## config.mk

```make
export PLATFORM = sky130hd
export DESIGN_NAME = sc_collatz_stepper_flat
export DESIGN_NICKNAME = d
export VERILOG_FILES = /design/src/rtl/sc_collatz_pkg.sv /design/src/rtl/sc_collatz_stepper_if.sv /design/src/rtl/sc_collatz_alu.sv /design/src/rtl/sc_collatz_stepper.sv /design/src/flat_wrapper.sv
export SDC_FILE = /design/constraint.sdc
export NUM_CORES = 1
export LEC_CHECK = 0
export BUFFER_PORTS_ARGS = -buffer_cell sky130_fd_sc_hd__buf_2
export CAP_MARGIN = 20
export CORE_MARGIN = 8
export CORE_UTILIZATION = 35
export DETAILED_ROUTE_END_ITERATION = 10
export PLACE_DENSITY = 0.54
export REMOVE_ABC_BUFFERS = 1
export SLEW_MARGIN = 40
export SYNTH_ARGS = -nofsm -noshare
export SYNTH_HDL_FRONTEND = slang
export SYNTH_SLANG_ARGS = --single-unit
export TNS_END_PERCENT = 20
```

## constraint.sdc

```tcl
create_clock -name SC_RegFIXED_CLOCK_50 -period 2.84 [get_ports SC_RegFIXED_CLOCK_50]
set_input_delay 0.284 -clock SC_RegFIXED_CLOCK_50 [delete_from_list [all_inputs] [get_ports SC_RegFIXED_CLOCK_50]]
set_output_delay 0.284 -clock SC_RegFIXED_CLOCK_50 [all_outputs]
set_load 0.01 [all_outputs]
```

## src/rtl/sc_collatz_pkg.sv

```systemverilog
// rtl/sc_collatz_pkg.sv - shared state/errcode encodings and default widths for the Collatz stepper
package sc_collatz_pkg;

    localparam int DEF_DATAWIDTH_BUS = 8;
    localparam int DEF_STEPWIDTH     = 8;

    typedef enum logic [1:0] {
        IDLE = 2'b00,
        RUN  = 2'b01,
        DONE = 2'b10,
        ERR  = 2'b11
    } collatzState_t;

    typedef enum logic [1:0] {
        ERR_NONE  = 2'b00,
        ERR_ZERO  = 2'b01,
        ERR_OVF   = 2'b10,
        ERR_STEPS = 2'b11
    } collatzErr_t;

endpackage

```

## src/rtl/sc_collatz_stepper_if.sv

```systemverilog
// rtl/sc_collatz_stepper_if.sv - seed/start and status bundle for the Collatz stepper; COLLATZ_MAXTRACK_EN adds peak_OutBUS
interface sc_collatz_stepper_if #(
    parameter int DATAWIDTH_BUS = 8,
    parameter int STEPWIDTH     = 8
);
    logic [DATAWIDTH_BUS-1:0] seed_InBUS;
    logic                     start_In;
    logic [DATAWIDTH_BUS-1:0] value_OutBUS;
    logic [STEPWIDTH-1:0]     steps_OutBUS;
    logic                     busy_Out;
    logic                     done_Out;
    logic                     err_Out;
    logic [1:0]               errcode_OutBUS;
`ifdef COLLATZ_MAXTRACK_EN
    logic [DATAWIDTH_BUS-1:0] peak_OutBUS;
`endif

    modport master (
        output seed_InBUS,
        output start_In,
        input  value_OutBUS,
        input  steps_OutBUS,
        input  busy_Out,
        input  done_Out,
        input  err_Out,
        input  errcode_OutBUS
`ifdef COLLATZ_MAXTRACK_EN
        , input peak_OutBUS
`endif
    );

    modport slave (
        input  seed_InBUS,
        input  start_In,
        output value_OutBUS,
        output steps_OutBUS,
        output busy_Out,
        output done_Out,
        output err_Out,
        output errcode_OutBUS
`ifdef COLLATZ_MAXTRACK_EN
        , output peak_OutBUS
`endif
    );

endinterface

```

## src/rtl/sc_collatz_alu.sv

```systemverilog
// rtl/sc_collatz_alu.sv - one combinational Collatz step with overflow detect on the 3n+1 path
module sc_collatz_alu #(
    parameter int DATAWIDTH_BUS = 8
) (
    input  logic [DATAWIDTH_BUS-1:0] value,
    output logic [DATAWIDTH_BUS-1:0] nextValue,
    output logic                     overflow
);
    logic [DATAWIDTH_BUS+1:0] wideValue;
    logic [DATAWIDTH_BUS+1:0] tripled;

    // Two guard bits hold 3n+1 for any n, so overflow is just the top bits.
    always_comb begin
        wideValue = {2'b00, value};
        tripled   = (wideValue << 1) + wideValue + (DATAWIDTH_BUS+2)'(1);
        if (value[0]) begin
            nextValue = tripled[DATAWIDTH_BUS-1:0];
            overflow  = |tripled[DATAWIDTH_BUS+1:DATAWIDTH_BUS];
        end else begin
            nextValue = value >> 1;
            overflow  = 1'b0;
        end
    end

endmodule

```

## src/rtl/sc_collatz_stepper.sv

```systemverilog
// rtl/sc_collatz_stepper.sv - iterative Collatz engine fed by the fixed seed register; COLLATZ_MAXTRACK_EN adds peak tracking
module sc_collatz_stepper
    import sc_collatz_pkg::*;
#(
    parameter int DATAWIDTH_BUS = DEF_DATAWIDTH_BUS,
    parameter int STEPWIDTH     = DEF_STEPWIDTH
) (
    input  logic                 SC_RegFIXED_CLOCK_50,
    input  logic                 SC_RegFIXED_RESET_InHigh,
    sc_collatz_stepper_if.slave  collatzBus
);
    localparam logic [STEPWIDTH-1:0] STEPS_MAX = '1;

    collatzState_t            state, stateNext;
    collatzErr_t              errcode, errcodeNext;
    logic [DATAWIDTH_BUS-1:0] value, valueNext, aluValue;
    logic [STEPWIDTH-1:0]     steps, stepsNext;
    logic                     aluOverflow;
`ifdef COLLATZ_MAXTRACK_EN
    logic [DATAWIDTH_BUS-1:0] peak, peakNext;
`endif

    sc_collatz_alu #(.DATAWIDTH_BUS(DATAWIDTH_BUS)) alu (
        .value     (value),
        .nextValue (aluValue),
        .overflow  (aluOverflow)
    );

    always_ff @(posedge SC_RegFIXED_CLOCK_50 or posedge SC_RegFIXED_RESET_InHigh) begin
        if (SC_RegFIXED_RESET_InHigh) begin
            state   <= IDLE;
            errcode <= ERR_NONE;
            value   <= '0;
            steps   <= '0;
`ifdef COLLATZ_MAXTRACK_EN
            peak    <= '0;
`endif
        end else begin
            state   <= stateNext;
            errcode <= errcodeNext;
            value   <= valueNext;
            steps   <= stepsNext;
`ifdef COLLATZ_MAXTRACK_EN
            peak    <= peakNext;
`endif
        end
    end

    always_comb begin
        stateNext   = state;
        errcodeNext = errcode;
        valueNext   = value;
        stepsNext   = steps;
`ifdef COLLATZ_MAXTRACK_EN
        peakNext    = peak;
`endif
        case (state)
            RUN: begin
                // Checks are ordered: zero, reached one, step budget, then the step itself.
                if (value == '0) begin
                    stateNext   = ERR;
                    errcodeNext = ERR_ZERO;
                end else if (value == DATAWIDTH_BUS'(1)) begin
                    stateNext = DONE;
                end else if (steps == STEPS_MAX) begin
                    stateNext   = ERR;
                    errcodeNext = ERR_STEPS;
                end else if (aluOverflow) begin
                    stateNext   = ERR;
                    errcodeNext = ERR_OVF;
                end else begin
                    valueNext = aluValue;
                    stepsNext = steps + STEPWIDTH'(1);
`ifdef COLLATZ_MAXTRACK_EN
                    if (aluValue > peak) peakNext = aluValue;
`endif
                end
            end
            default: begin
                if (collatzBus.start_In) begin
                    stateNext   = RUN;
                    errcodeNext = ERR_NONE;
                    valueNext   = collatzBus.seed_InBUS;
                    stepsNext   = '0;
`ifdef COLLATZ_MAXTRACK_EN
                    peakNext    = collatzBus.seed_InBUS;
`endif
                end
            end
        endcase
    end

    assign collatzBus.value_OutBUS   = value;
    assign collatzBus.steps_OutBUS   = steps;
    assign collatzBus.busy_Out       = (state == RUN);
    assign collatzBus.done_Out       = (state == DONE);
    assign collatzBus.err_Out        = (state == ERR);
    assign collatzBus.errcode_OutBUS = errcode;
`ifdef COLLATZ_MAXTRACK_EN
    assign collatzBus.peak_OutBUS    = peak;
`endif

endmodule
```

## src/flat_wrapper.sv

```systemverilog
// flat-port wrapper written by rule: the top's interface ports become plain ports
module sc_collatz_stepper_flat import sc_collatz_pkg::*;
#(
    parameter int DATAWIDTH_BUS = DEF_DATAWIDTH_BUS,
    parameter int STEPWIDTH     = DEF_STEPWIDTH
)
  (SC_RegFIXED_CLOCK_50, SC_RegFIXED_RESET_InHigh, collatzBus_seed_InBUS, collatzBus_start_In, collatzBus_value_OutBUS, collatzBus_steps_OutBUS, collatzBus_busy_Out, collatzBus_done_Out, collatzBus_err_Out, collatzBus_errcode_OutBUS);
  sc_collatz_stepper_if #(.DATAWIDTH_BUS(DATAWIDTH_BUS), .STEPWIDTH(STEPWIDTH)) collatzBus_i ();
  input  logic SC_RegFIXED_CLOCK_50;
  input  logic SC_RegFIXED_RESET_InHigh;
  input wire logic [$bits(collatzBus_i.seed_InBUS)-1:0] collatzBus_seed_InBUS;
  input wire logic [$bits(collatzBus_i.start_In)-1:0] collatzBus_start_In;
  output wire logic [$bits(collatzBus_i.value_OutBUS)-1:0] collatzBus_value_OutBUS;
  output wire logic [$bits(collatzBus_i.steps_OutBUS)-1:0] collatzBus_steps_OutBUS;
  output wire logic [$bits(collatzBus_i.busy_Out)-1:0] collatzBus_busy_Out;
  output wire logic [$bits(collatzBus_i.done_Out)-1:0] collatzBus_done_Out;
  output wire logic [$bits(collatzBus_i.err_Out)-1:0] collatzBus_err_Out;
  output wire logic [$bits(collatzBus_i.errcode_OutBUS)-1:0] collatzBus_errcode_OutBUS;
  assign collatzBus_i.seed_InBUS = collatzBus_seed_InBUS;
  assign collatzBus_i.start_In = collatzBus_start_In;
  assign collatzBus_value_OutBUS = collatzBus_i.value_OutBUS;
  assign collatzBus_steps_OutBUS = collatzBus_i.steps_OutBUS;
  assign collatzBus_busy_Out = collatzBus_i.busy_Out;
  assign collatzBus_done_Out = collatzBus_i.done_Out;
  assign collatzBus_err_Out = collatzBus_i.err_Out;
  assign collatzBus_errcode_OutBUS = collatzBus_i.errcode_OutBUS;
  sc_collatz_stepper #(.DATAWIDTH_BUS(DATAWIDTH_BUS), .STEPWIDTH(STEPWIDTH)) u_core (.SC_RegFIXED_CLOCK_50(SC_RegFIXED_CLOCK_50), .SC_RegFIXED_RESET_InHigh(SC_RegFIXED_RESET_InHigh), .collatzBus(collatzBus_i));
endmodule
```

==> results_dict.tcl <==
set metrics [dict create \
    synth_flop_cell "sky130_fd_sc_hd__dfrtp_1" \
    placement.io_buffers 31 \
    drt_pre_antenna_iters 4 \
    worst_case_headroom_to_the_max_slew_limit_pct 51.00 \
    tritoncts.num_buffers 3 \
    cts_htree_levels 1 \
    start_util_pct 35.75 \
    postRouteAntennaNets 0 \
    gp_routability_congestion 0.8552 \
    hold_buffers 0 \
    reg2reg_from "u_core.collatzBus.value_OutBUS[2]" \
    dp_hpwl_um 3009 \
    numClockSinks 20 \
    final_nets 232 \
    worst_setup_path_end_kind "flip-flop" \
    critical_path.reg2reg.endpoint "u_core.collatzBus.value_OutBUS[2]" \
    clock_tree_from_tritoncts "yes" \
    timing.hold.worst.class "in2async" \
    postSynthAreaPerCell_um2 9.084 \
    vias_per_cell 5.571 \
    setup.reg_to_reg.worst_slack_ps 280 \
    report.final.setup_viol 0 \
    power_per_cell_area_nw_per_um2 1363 \
    post_synth_main_area_contributors "sky130_fd_sc_hd__dfrtp_1, sky130_fd_sc_hd__ha_1, sky130_fd_sc_hd__nand2_1" \
    yosysWarningCount 0 \
    timing.clock.skew_ps 0.8780 \
    grt_pass1_vias 1371 \
    cts_buffer_depth 2 \
    total_via_count_in_the_routed_design 1415 \
    post-synth-top-area-fraction_pct 32.60 \
    finalHoldViolations 0 \
    grt_max_degree 22 \
    dr.first_iter.drc_count 66 \
    core_um2 4294 \
    antenna-diode-count 0 \
    outcome "finished clean" \
    drive_gt1_share_pct 23.76 \
    clk-insertion-delay-late_ps 260 \
    maxSlewViolCount 0 \
    worst-slew-pin-transition_ps 733.2 \
    die_w_um 82.23 \
    wire_length_of_the_first_global_routing_pass_um 6410 \
    synth-edff-count 0 \
    cts.reportedPaths.clkPinSlew_ps 80 \
    io_pins 32 \
    timing.final.crit_share_pct 90.00 \
    worst_ep_required_time_ps 2990 \
    grt.overflow.total 0 \
    worst_ir_drop_vdd_mv 0.5300 \
    synthesis.area_um2 1535 \
    cap_violations 0 \
    synth-seq-cells 20 \
    utilization_pct 42.37 \
    rsz0062_at_grt "false" \
    die_h_um 82.23 \
    route.detailed.drc 0 \
    worst-path-max-fanout 15 \
    row_count 24 \
    setup_total_negative_slack_ps 0 \
    fin_crit_ps 2556 \
    wirelength_um 3914 \
    synthToLayoutAreaGrowth_pct 18.50 \
    asyncSetResetFlopFracSynth_pct 100.0 \
    cp.arrival_ps 2710 \
    pre_cts_ws_ps 292.4 \
    synthCells 169 \
    setup.worst_path.start_class "flip-flop" \
    gr-usage-all-layers_pct 11.97 \
    cts_resized 0 \
    wl_per_cell_um 15.41 \
    most_area_hungry_cell_type_in_the_yosys_netlist "sky130_fd_sc_hd__dfrtp_1" \
    postCtsSetupBuffers 0 \
    rr_worst_depth 9 \
    antenna_violations_before_repair 0 \
    synth-seq-area-share_pct 32.60 \
    synth.lib_cells_used.distinct 39 \
    setup_slack_ps 284.1 \
    root_buffer "sky130_fd_sc_hd__clkbuf_8" \
    p_leak_nw 0.9022 \
    classification_of_the_worst_setup_path "reg2reg" \
    max_freq_mhz 391.3 \
    die_area_um2 6762 \
]
-- worst max path at each step --
stage                                            from                           endpoint  slack, ps
floorplan           u_core.collatzBus.value_OutBUS[0]  u_core.collatzBus.steps_OutBUS[4]        300
global placement    u_core.collatzBus.value_OutBUS[2]  u_core.collatzBus.value_OutBUS[3]        380
detailed placement  u_core.collatzBus.value_OutBUS[2]  u_core.collatzBus.value_OutBUS[2]        290
CTS                 u_core.collatzBus.value_OutBUS[2]  u_core.collatzBus.value_OutBUS[2]        270
global route        u_core.collatzBus.value_OutBUS[2]  u_core.collatzBus.value_OutBUS[2]         80
finish              u_core.collatzBus.value_OutBUS[2]  u_core.collatzBus.value_OutBUS[2]        280
-- flip-flops by register name, indices dropped and copies added (netlist names), named ones only --
| signal | flops |
|---|---|
| u_core.collatzBus.value_OutBUS | 7 |
| u_core.collatzBus.steps_OutBUS | 8 |
| u_core.collatzBus.errcode_OutBUS | 2 |
| u_core.state | 2 |
-- synthesized netlist by cell type (3+ instances only) --
cell	number
sky130_fd_sc_hd__nand2_1	22
sky130_fd_sc_hd__dfrtp_1	20
sky130_fd_sc_hd__ha_1	17
sky130_fd_sc_hd__a21oi_1	11
sky130_fd_sc_hd__inv_1	10
sky130_fd_sc_hd__nand3_1	8
sky130_fd_sc_hd__nor2_1	8
sky130_fd_sc_hd__nand4_1	7
sky130_fd_sc_hd__a31oi_1	6
sky130_fd_sc_hd__mux2i_1	5
sky130_fd_sc_hd__o22ai_1	5
sky130_fd_sc_hd__and3_1	4
sky130_fd_sc_hd__o211ai_1	4
sky130_fd_sc_hd__a211oi_1	3
sky130_fd_sc_hd__a21oi_2	3
sky130_fd_sc_hd__clkbuf_1	3
sky130_fd_sc_hd__o21ai_1	3
sky130_fd_sc_hd__xor2_1	3
-- power breakdown --
group	switching, mW	internal, mW	total, mW	leakage, nW
sequential	0.125	0.391	0.516	0.245
combinational	0.983	0.685	1.67	0.621
clock	0.107	0.188	0.296	0.0357
-- final cells by class --
| cell class | count | area (µm²) |
|---|---|---|
| Inverter | 12 | 45.04 |
| Fill cell | 441 | 2475 |
| Sequential cell | 20 | 500.5 |
| Clock inverter | 1 | 30.03 |
| Tap cell | 52 | 65.06 |
| Timing Repair Buffer | 33 | 170.2 |
| Multi-Input combinational cell | 133 | 967.2 |
| Clock buffer | 3 | 41.29 |
-- routing by layer --
| layer | share of wire (%) | GRT usage (%) | vias to the layer above |
|---|---|---|---|
| met5 | 0 | 0 | - |
| met4 | 1.0 | 4.386 | 0 |
| met3 | 5.3 | 2.922 | 5 |
| met2 | 46 | 19.34 | 36 |
| met1 | 47 | 15.07 | 678 |
| li1 | - | - | 696 |
-- placed cells by master (no fill, tap or decap), types with 2 or more instances in the layout --
cell type / instances
sky130_fd_sc_hd__o21ai_1: 3
sky130_fd_sc_hd__a31oi_1: 6
sky130_fd_sc_hd__inv_1: 9
sky130_fd_sc_hd__nand2_1: 22
sky130_fd_sc_hd__dfrtp_1: 20
sky130_fd_sc_hd__and3_1: 4
sky130_fd_sc_hd__a21oi_2: 3
sky130_fd_sc_hd__and4_1: 2
sky130_fd_sc_hd__xnor2_1: 2
sky130_fd_sc_hd__buf_2: 31
sky130_fd_sc_hd__xor2_1: 3
sky130_fd_sc_hd__a21oi_1: 11
sky130_fd_sc_hd__inv_2: 3
sky130_fd_sc_hd__o221a_1: 2
sky130_fd_sc_hd__mux2i_1: 5
sky130_fd_sc_hd__nor2_1: 8
sky130_fd_sc_hd__a21o_1: 2
sky130_fd_sc_hd__o22ai_1: 5
sky130_fd_sc_hd__o211ai_1: 4
sky130_fd_sc_hd__clkbuf_8: 3
sky130_fd_sc_hd__ha_1: 17
sky130_fd_sc_hd__o21ai_0: 2
sky130_fd_sc_hd__buf_4: 2
sky130_fd_sc_hd__nand3_1: 8
sky130_fd_sc_hd__nand4_1: 7
sky130_fd_sc_hd__a211oi_1: 3
-- cells by family after synthesis --
kind of cell             after synthesis  share of synthesized area, %
AO/OA/AOI/OAI                         52                         25.35
XOR/XNOR                               5                         2.853
adder cells (fa/ha/maj)               18                         15.16
buffers and inverters                 16                         4.401
flip-flops                            20                         32.60
multiplexers                           5                         3.260
AND/OR/NAND/NOR                       53                         16.38
-- worst max-delay path: stages, from the launching register on --
cell	delay, ps
sky130_fd_sc_hd__dfrtp_1	480
sky130_fd_sc_hd__inv_1	80
sky130_fd_sc_hd__ha_1	400
sky130_fd_sc_hd__a21oi_4	190
sky130_fd_sc_hd__a21oi_2	80
sky130_fd_sc_hd__o31a_1	290
sky130_fd_sc_hd__o221ai_2	270
sky130_fd_sc_hd__a21o_4	290
sky130_fd_sc_hd__nand2_1	100
sky130_fd_sc_hd__o221a_1	260
-- per-stage QoR --
| step | area [µm²] | instances | total power [mW] | hold WS, ps |
|---|---|---|---|---|
| 2_1_floorplan | 1513 | 165 | 1.757 | 247.8 |
| 3_3_place_gp | 1748 | 250 | 2.165 | 478.1 |
| 3_5_place_dp | 1748 | 250 | 2.188 | 487.5 |
| 4_1_cts | 1819 | 254 | 2.497 | 199.3 |
| 5_1_grt | 1819 | 254 | 2.710 | 40.82 |
| 6_report | 1819 | 254 | 2.480 | 17.01 |
(Power assumes the default switching activity.)
